--- config.mk ---
export PLATFORM = sky130hd
export DESIGN_NAME = mult_unit
export DESIGN_NICKNAME = d
export VERILOG_FILES = /design/src/rtl/mult_unit.sv
export SDC_FILE = /design/constraint.sdc
export NUM_CORES = 1
export LEC_CHECK = 0
export CAP_MARGIN = 10
export CELL_PAD_IN_SITES_DETAIL_PLACEMENT = 2
export CELL_PAD_IN_SITES_GLOBAL_PLACEMENT = 2
export CORE_ASPECT_RATIO = 0.8
export CORE_UTILIZATION = 38
export CTS_CLUSTER_DIAMETER = 100
export DETAILED_ROUTE_END_ITERATION = 6
export GPL_ROUTABILITY_DRIVEN = 1
export HOLD_SLACK_MARGIN = 0.15
export PLACE_DENSITY_LB_ADDON = 0.12
export SLEW_MARGIN = 20
export SYNTH_ARGS = -nofsm -noshare
export SYNTH_HDL_FRONTEND = slang
export SYNTH_SLANG_ARGS = --single-unit
--- constraint.sdc ---
create_clock -name clk -period 18.1 [get_ports clk]
set_input_delay 4.525 -clock clk [delete_from_list [all_inputs] [get_ports clk]]
set_output_delay 4.525 -clock clk [all_outputs]
set_load 0.03 [all_outputs]
--- src/rtl/mult_unit.sv ---
// Sequential signed multiplier with HI/LO result registers.
// Shift-add on operand magnitudes over WIDTH cycles; the sign is applied in a final fix-up cycle.
module mult_unit #(
  parameter int unsigned WIDTH = 32
) (
  input  logic             clk,
  input  logic             reset,
  input  logic             start_mult,
  input  logic             mfhi_sel,
  input  logic             mflo_sel,
  input  logic [WIDTH-1:0] a,
  input  logic [WIDTH-1:0] b,
  output logic [WIDTH-1:0] rd_data,
  output logic [WIDTH-1:0] hi,
  output logic [WIDTH-1:0] lo,
  output logic             busy,
  output logic             done,
  output logic             stall
);

  localparam int unsigned CntW = $clog2(WIDTH + 1);

  typedef enum logic [1:0] {StIdle, StRun, StFix} state_e;

  state_e               state_q;
  logic [2*WIDTH-1:0]   prod_q;
  logic [2*WIDTH-1:0]   mcand_q;
  logic [WIDTH-1:0]     mplier_q;
  logic [WIDTH-1:0]     hi_q;
  logic [WIDTH-1:0]     lo_q;
  logic [CntW-1:0]      count_q;
  logic                 sign_q;
  logic                 busy_q;
  logic                 done_q;

  logic [WIDTH-1:0]     abs_a;
  logic [WIDTH-1:0]     abs_b;
  logic [2*WIDTH-1:0]   result;
  logic                 accept;

  // Magnitudes are unsigned WIDTH-bit, so the most negative operand maps to 2**(WIDTH-1).
  always_comb begin
    abs_a  = a[WIDTH-1] ? -a : a;
    abs_b  = b[WIDTH-1] ? -b : b;
    result = sign_q ? -prod_q : prod_q;
    accept = start_mult & ~busy_q;
  end

  always_ff @(posedge clk or posedge reset) begin
    if (reset) begin
      state_q  <= StIdle;
      prod_q   <= '0;
      mcand_q  <= '0;
      mplier_q <= '0;
      hi_q     <= '0;
      lo_q     <= '0;
      count_q  <= '0;
      sign_q   <= 1'b0;
      busy_q   <= 1'b0;
      done_q   <= 1'b0;
    end else begin
      done_q <= 1'b0;
      unique case (state_q)
        StIdle: begin
          // busy lingers one idle cycle after FIX, so a held start is taken the cycle after.
          busy_q <= 1'b0;
          if (accept) begin
            mcand_q  <= {{WIDTH{1'b0}}, abs_a};
            mplier_q <= abs_b;
            prod_q   <= '0;
            sign_q   <= a[WIDTH-1] ^ b[WIDTH-1];
            count_q  <= CntW'(WIDTH);
            busy_q   <= 1'b1;
            state_q  <= StRun;
          end
        end
        StRun: begin
          if (mplier_q[0]) prod_q <= prod_q + mcand_q;
          mplier_q <= mplier_q >> 1;
          mcand_q  <= mcand_q << 1;
          count_q  <= count_q - CntW'(1);
          if (count_q == CntW'(1)) state_q <= StFix;
        end
        StFix: begin
          {hi_q, lo_q} <= result;
          done_q       <= 1'b1;
          state_q      <= StIdle;
        end
        default: state_q <= StIdle;
      endcase
    end
  end

  always_comb begin
    if (mfhi_sel)      rd_data = hi_q;
    else if (mflo_sel) rd_data = lo_q;
    else               rd_data = '0;
  end

  assign stall = busy_q & (start_mult | mfhi_sel | mflo_sel);
  assign hi    = hi_q;
  assign lo    = lo_q;
  assign busy  = busy_q;
  assign done  = done_q;

endmodule

* Yosys cells after proc, flatten, opt, wreduce, memory -nomap -nowiden
Index checks and enable logic that the tools add are counted.
** Word-level totals
- Memories :: 0
- Bits in read-only memories :: 0
- RAM bits :: 0
- Output and inout bits :: 99
- Bits of input ports :: 69
- Register bits after elaboration :: 235
- Bits in latches :: 0
- Word-level logic and storage cells :: 52
** Operators by class
- Divide/modulo/power cells :: 0
- Equality and inequality tests :: 6
- Bitwise gates (word level) :: 6
- Reduce and logical (&&, ||, !) cells :: 6
- $lt $le $gt $ge :: 0
- Mux-type cells :: 19
- Add/subtract/negate cells :: 5
- Multiply operators :: 0
- Shifts and indexed selects :: 0
** Operators with widths (count)
- 2-to-1 mux 64 bit :: 4
- case mux 64 bit (2 select lines) :: 2
- 2-to-1 mux 32 bit :: 5
- adder 64 bit :: 1
- negation 32 bit :: 2
- negation 64 bit :: 1
- case mux 32 bit (2 select lines) :: 1
- case mux 6 bit (2 select lines) :: 1
- == test 6 x 1 -> 1 bit, second input constant :: 1
- 2-to-1 mux 6 bit :: 1
- != test 2 bit, second input constant :: 3
- AND reduction 2 bit :: 3
- subtractor 6 x 1 -> 6 bit, second input constant :: 1
- 2-to-1 mux 2 bit :: 2
- case mux 2 bit (2 select lines) :: 1
- AND reduction 3 bit :: 1
- AND 1 bit :: 2
- == test 2 x 1 -> 1 bit, second input constant :: 1
- == test 2 bit, second input constant :: 1
- zero test 2 bit :: 1
- 2-to-1 mux 1 bit :: 2
- bitwise OR 1 bit :: 2
- nonzero test 2 bit :: 1
- inverter 1 bit :: 1
- bitwise XOR 1 bit :: 1

* Logic depth before layout (Yosys ltp)
- Depth in word-level cells :: 4
- Gate-level depth with buffers :: 13
- Depth with buffers taken out :: 13

* Worst setup path after synthesis
OpenSTA, ideal clock, no wires.
- Path kind :: input-to-output
- Start point :: input port mfhi_sel
- End point :: output port rd_data[30]
- Path buffers :: 2
- Stages :: 3
- Data arrival time :: 5596 ps
- Data required time :: 13575 ps
- Slack :: 7979 ps
- Cells stage by stage :: clkbuf_1 clkbuf_1 o21ai_0
** On the way
- Cells in the longest elaborated chain, start to end :: 1
** RTL lines
- start: declaration :: RTL line 9 : input logic mfhi_sel,
- 2-to-1 mux 32 bit :: RTL line 95 : if (mfhi_sel) rd_data = hi_q;
- end: declaration :: RTL line 13 : output logic [WIDTH-1:0] rd_data,
Every way passes these cells.

* Worst setup path in the final report
- Start point :: input port mfhi_sel
- End point :: output port rd_data[12]
Same word-level chain as after synthesis.

==> metrics.md <==
| Metric | Value |
|---|---|
| Pin slew with the least headroom to its limit | 1.07 ns |
| Synthesized cell area | 0.0155 sq mm |
| Total DRC errors in the routed layout | 0 |
| Final-report hold violation count | 0 |
| Number of instances in the synthesized netlist | 1,812 |
| Initial core utilization | 0.389 |
| Placed Area | 0.0175 sq mm |
| #FFs+latches synth | 235 |
| Via count of the first global-routing pass | 15,400 |
| Power per Cell Area | 188 mW/mm^2 |
| Final wirelength | 56,500 um |
| Most common library cells after synthesis | nand2_1, o21ai_0, dfrtp_1 |
| Detailed placement HPWL | 42,900 um |
| Remaining antenna violation count | 0 |
| Kind of cell adding the most delay to the critical path | buffers and inverters |
| Signal arrival time at the worst endpoint | 6.77 ns |
| Slowest cell on the critical path | clkdlybuf4s50_1 |
| Placeable Area | 0.0398 sq mm |
| Row count | 65 |
| Leakage power summed over all cells | 0.00818 uW |
| Cell type contributing the most total cell area after synthesis | dfrtp_1 |
| Post-synthesis average cell area | 8.54 sq um |
| Critical path fanouts, max | 35 |
| Top-Level Pins | 168 |
| Critical path required time | 13.57 ns |
| Min setup slack post-route | 6.81 ns |
| Number of clock buffers inserted by TritonCTS | 28 |
| Post-route worst hold slack | 0.491 ns |
| Total non-filler cell area in the finished layout | 0.0185 sq mm |
| Mapped Nets | 1,950 |
| Worst-path clk slew | 0.06 ns |
| Clock Skews | 0.0140 ns |
| Quantity of gates resized following cts | 0 |
| CTS tree | done |
| Wire length of the first global-routing pass | 89,600 um |
| Die footprint | 0.0415 sq mm |
| Max-cap violation count | 0 |
| CP startpoint kind | input port |
| Fin nets | 2,044 |
| Number of setup buffers added after CTS | 0 |
| Vias per Instance | 5.88 |
| Clock insertion delay at the later pin of the skew report | 0.58 ns |
| GRT Util Overall | 0.274 |
| Final max-slew violation count | 0 |
| Routed vias | 14,500 |
| Yosys warns | 0 |
| Aggregate global routing overflow | 0 |
| H-tree levels | 1 |
| Endpoints failing setup | 0 |
| Worst min-delay path class | reg2reg |
| Most frequent cell after synthesis | nand2_1 |
| Die W | 228 um |
| Setup WS pre-CTS | 6.41 ns |
| Average wire per standard cell | 23.0 um |
| Period Utilization, post-route | 0.624 |
| Port buffer count | 167 |
| Fraction of layout instances using a drive strength above 1 | 0.0457 |
| Number of flops mapped to enable cells by yosys | 0 |
| Relative slew margins | 0.278 |
| Floorplan die height | 182 um |
| Syn-to-layout area delta | 19.8% |
| Setup TNS | 0 ns |
| Count of hold-fix buffers inserted at cts | 0 |
| Antenna diodes | 0 |
| Pin count of the biggest net entering global routing | 132 |
| CTS sink count | 235 |
| Final Wtd Congestion | 0.899 |
| Commonest register cell after synthesis | dfrtp_1 |
| Cell repeated most along the worst path | clkdlybuf4s50_1 |
| Status | finished clean |
| Cells taking the most area after synthesis | dfrtp_1, o21ai_0, xor2_1 |
| Drt first pass iters | 5 |
| Number of antenna violations at the first check in global routing | 1 |
| Area share of the leading cell type in the synthesized netlist | 0.380 |
| Share of the yosys chip area belonging to registers | 0.380 |
| CTS Root Cell | clkbuf_16 |
| CP Buf/Inv Count | 3 |
| Number of unique standard cell types used by synthesis | 66 |
| Largest voltage drop on the vdd net | 0.0836 mV |
| Highest attainable clock frequency | 88.6 MHz |
| Async set or reset register ratio after synthesis | 1.00 |
| Worst setup EP type | primary output |
| Setup repair after global routing missed its margin | no |
| Worst path cell trace | clkdlybuf4s50_1 -> buf_4 -> nor2b_4 -> a22o_1 -> clkdlybuf4s50_1 |
| Clock buffer depth | 3 |
| Maximum cell stage delay along the critical path | 0.68 ns |
| Count of non-filler cells in the finished layout | 2,462 |
| Kind of critical path | in2out |
| Post-Place Cells | 2,412 |
| Post-route minimum period | 11.29 ns |
| Number of design-rule violations left by the first detailed-router iteration | 892 |
==> logic make-up after synthesis <==
family / after synthesis / synth area share
AO/OA/AOI/OAI: 613 / 0.252
AND/OR/NAND/NOR: 575 / 0.175
flip-flops: 235 / 0.380
XOR/XNOR: 172 / 0.0974
buffers and inverters: 142 / 0.0344
adder cells (fa/ha/maj): 69 / 0.0563
multiplexers: 6 / 0.00388
==> placed cells by master (no fill, tap or decap), drive strengths merged, types with 47 or more instances in the layout <==
cell	Yosys	final
nand2	292	292
nand3	58	58
nor2	66	66
xor2	130	130
dfrtp	235	235
clkdlybuf4s50	0	166
a22oi	59	59
ha	68	68
o21ai	256	256
a21oi	77	77
a21o	47	47
==> per-layer routing <==
layer  global-route usage  vias up  wire length (um)
li1                     -     6750                 -
met1                0.411     7440             28400
met2                0.433      262             25300
met3               0.0311       33              2330
met4               0.0306        0               460
met5                    0        -                 0
==> metrics by stage <==
step                power, uW  utilization
floorplan                2130            -
global placement         2740        0.441
detailed placement       2850        0.441
CTS                      3500        0.466
global route             3710        0.466
finish                   3490        0.466
==> flip-flops by register name, indices dropped and copies added, names as in the netlist <==
name,count
state_q,2
mplier_q,32
done,1
mcand_q,64
hi,32
sign_q,1
count_q,6
prod_q,64
lo,32
busy,1
==> path summary, 6_finish.rpt <==
check                                            start                      to  slack [ns]  cells after the start
worst max-delay path                          mfhi_sel             rd_data[12]        6.81                      5
worst min-delay path            count_q[5]$_DFFE_PP0P_  count_q[5]$_DFFE_PP0P_        0.49                      1
worst max register to register  mcand_q[1]$_DFFE_PP0P_  prod_q[61]$_DFFE_PP0P_       13.44                     11
worst min register to register  count_q[5]$_DFFE_PP0P_  count_q[5]$_DFFE_PP0P_        0.49                      1
max in group asynchronous                        reset      sign_q$_DFFE_PP0P_       12.08                      3
min in group asynchronous                        reset      lo[16]$_DFFE_PP0P_        4.48                      2
==> cell type report <==
class,instances,area [sq um]
timing repair buffer,181,1780
multi-input combinational,1435,9100
tap,536,671
fill,4303,21200
sequential,235,5880
clock buffer,36,761
inverter,25,101
clock inverter,14,241
==> report_power, final <==
group          switching (uW)  internal [uW]  total [uW]
clock                     245            382         627
combinational            1130            666        1800
sequential                320            739        1060
total                    1700           1790        3490
==> worst register-to-register path: stages (launching register included) <==
cell      delay (ns)
dfrtp_1         0.49
ha_1            0.35
a211oi_1        0.27
nor2_1          0.15
o31ai_1         0.55
o21ai_0         0.44
o21ai_0         0.80
a211oi_1        0.32
o211ai_1        0.46
a21oi_1         0.16
or3_1           0.32
a32o_1          0.24
No activity file was read; power rests on OpenSTA's default activity.
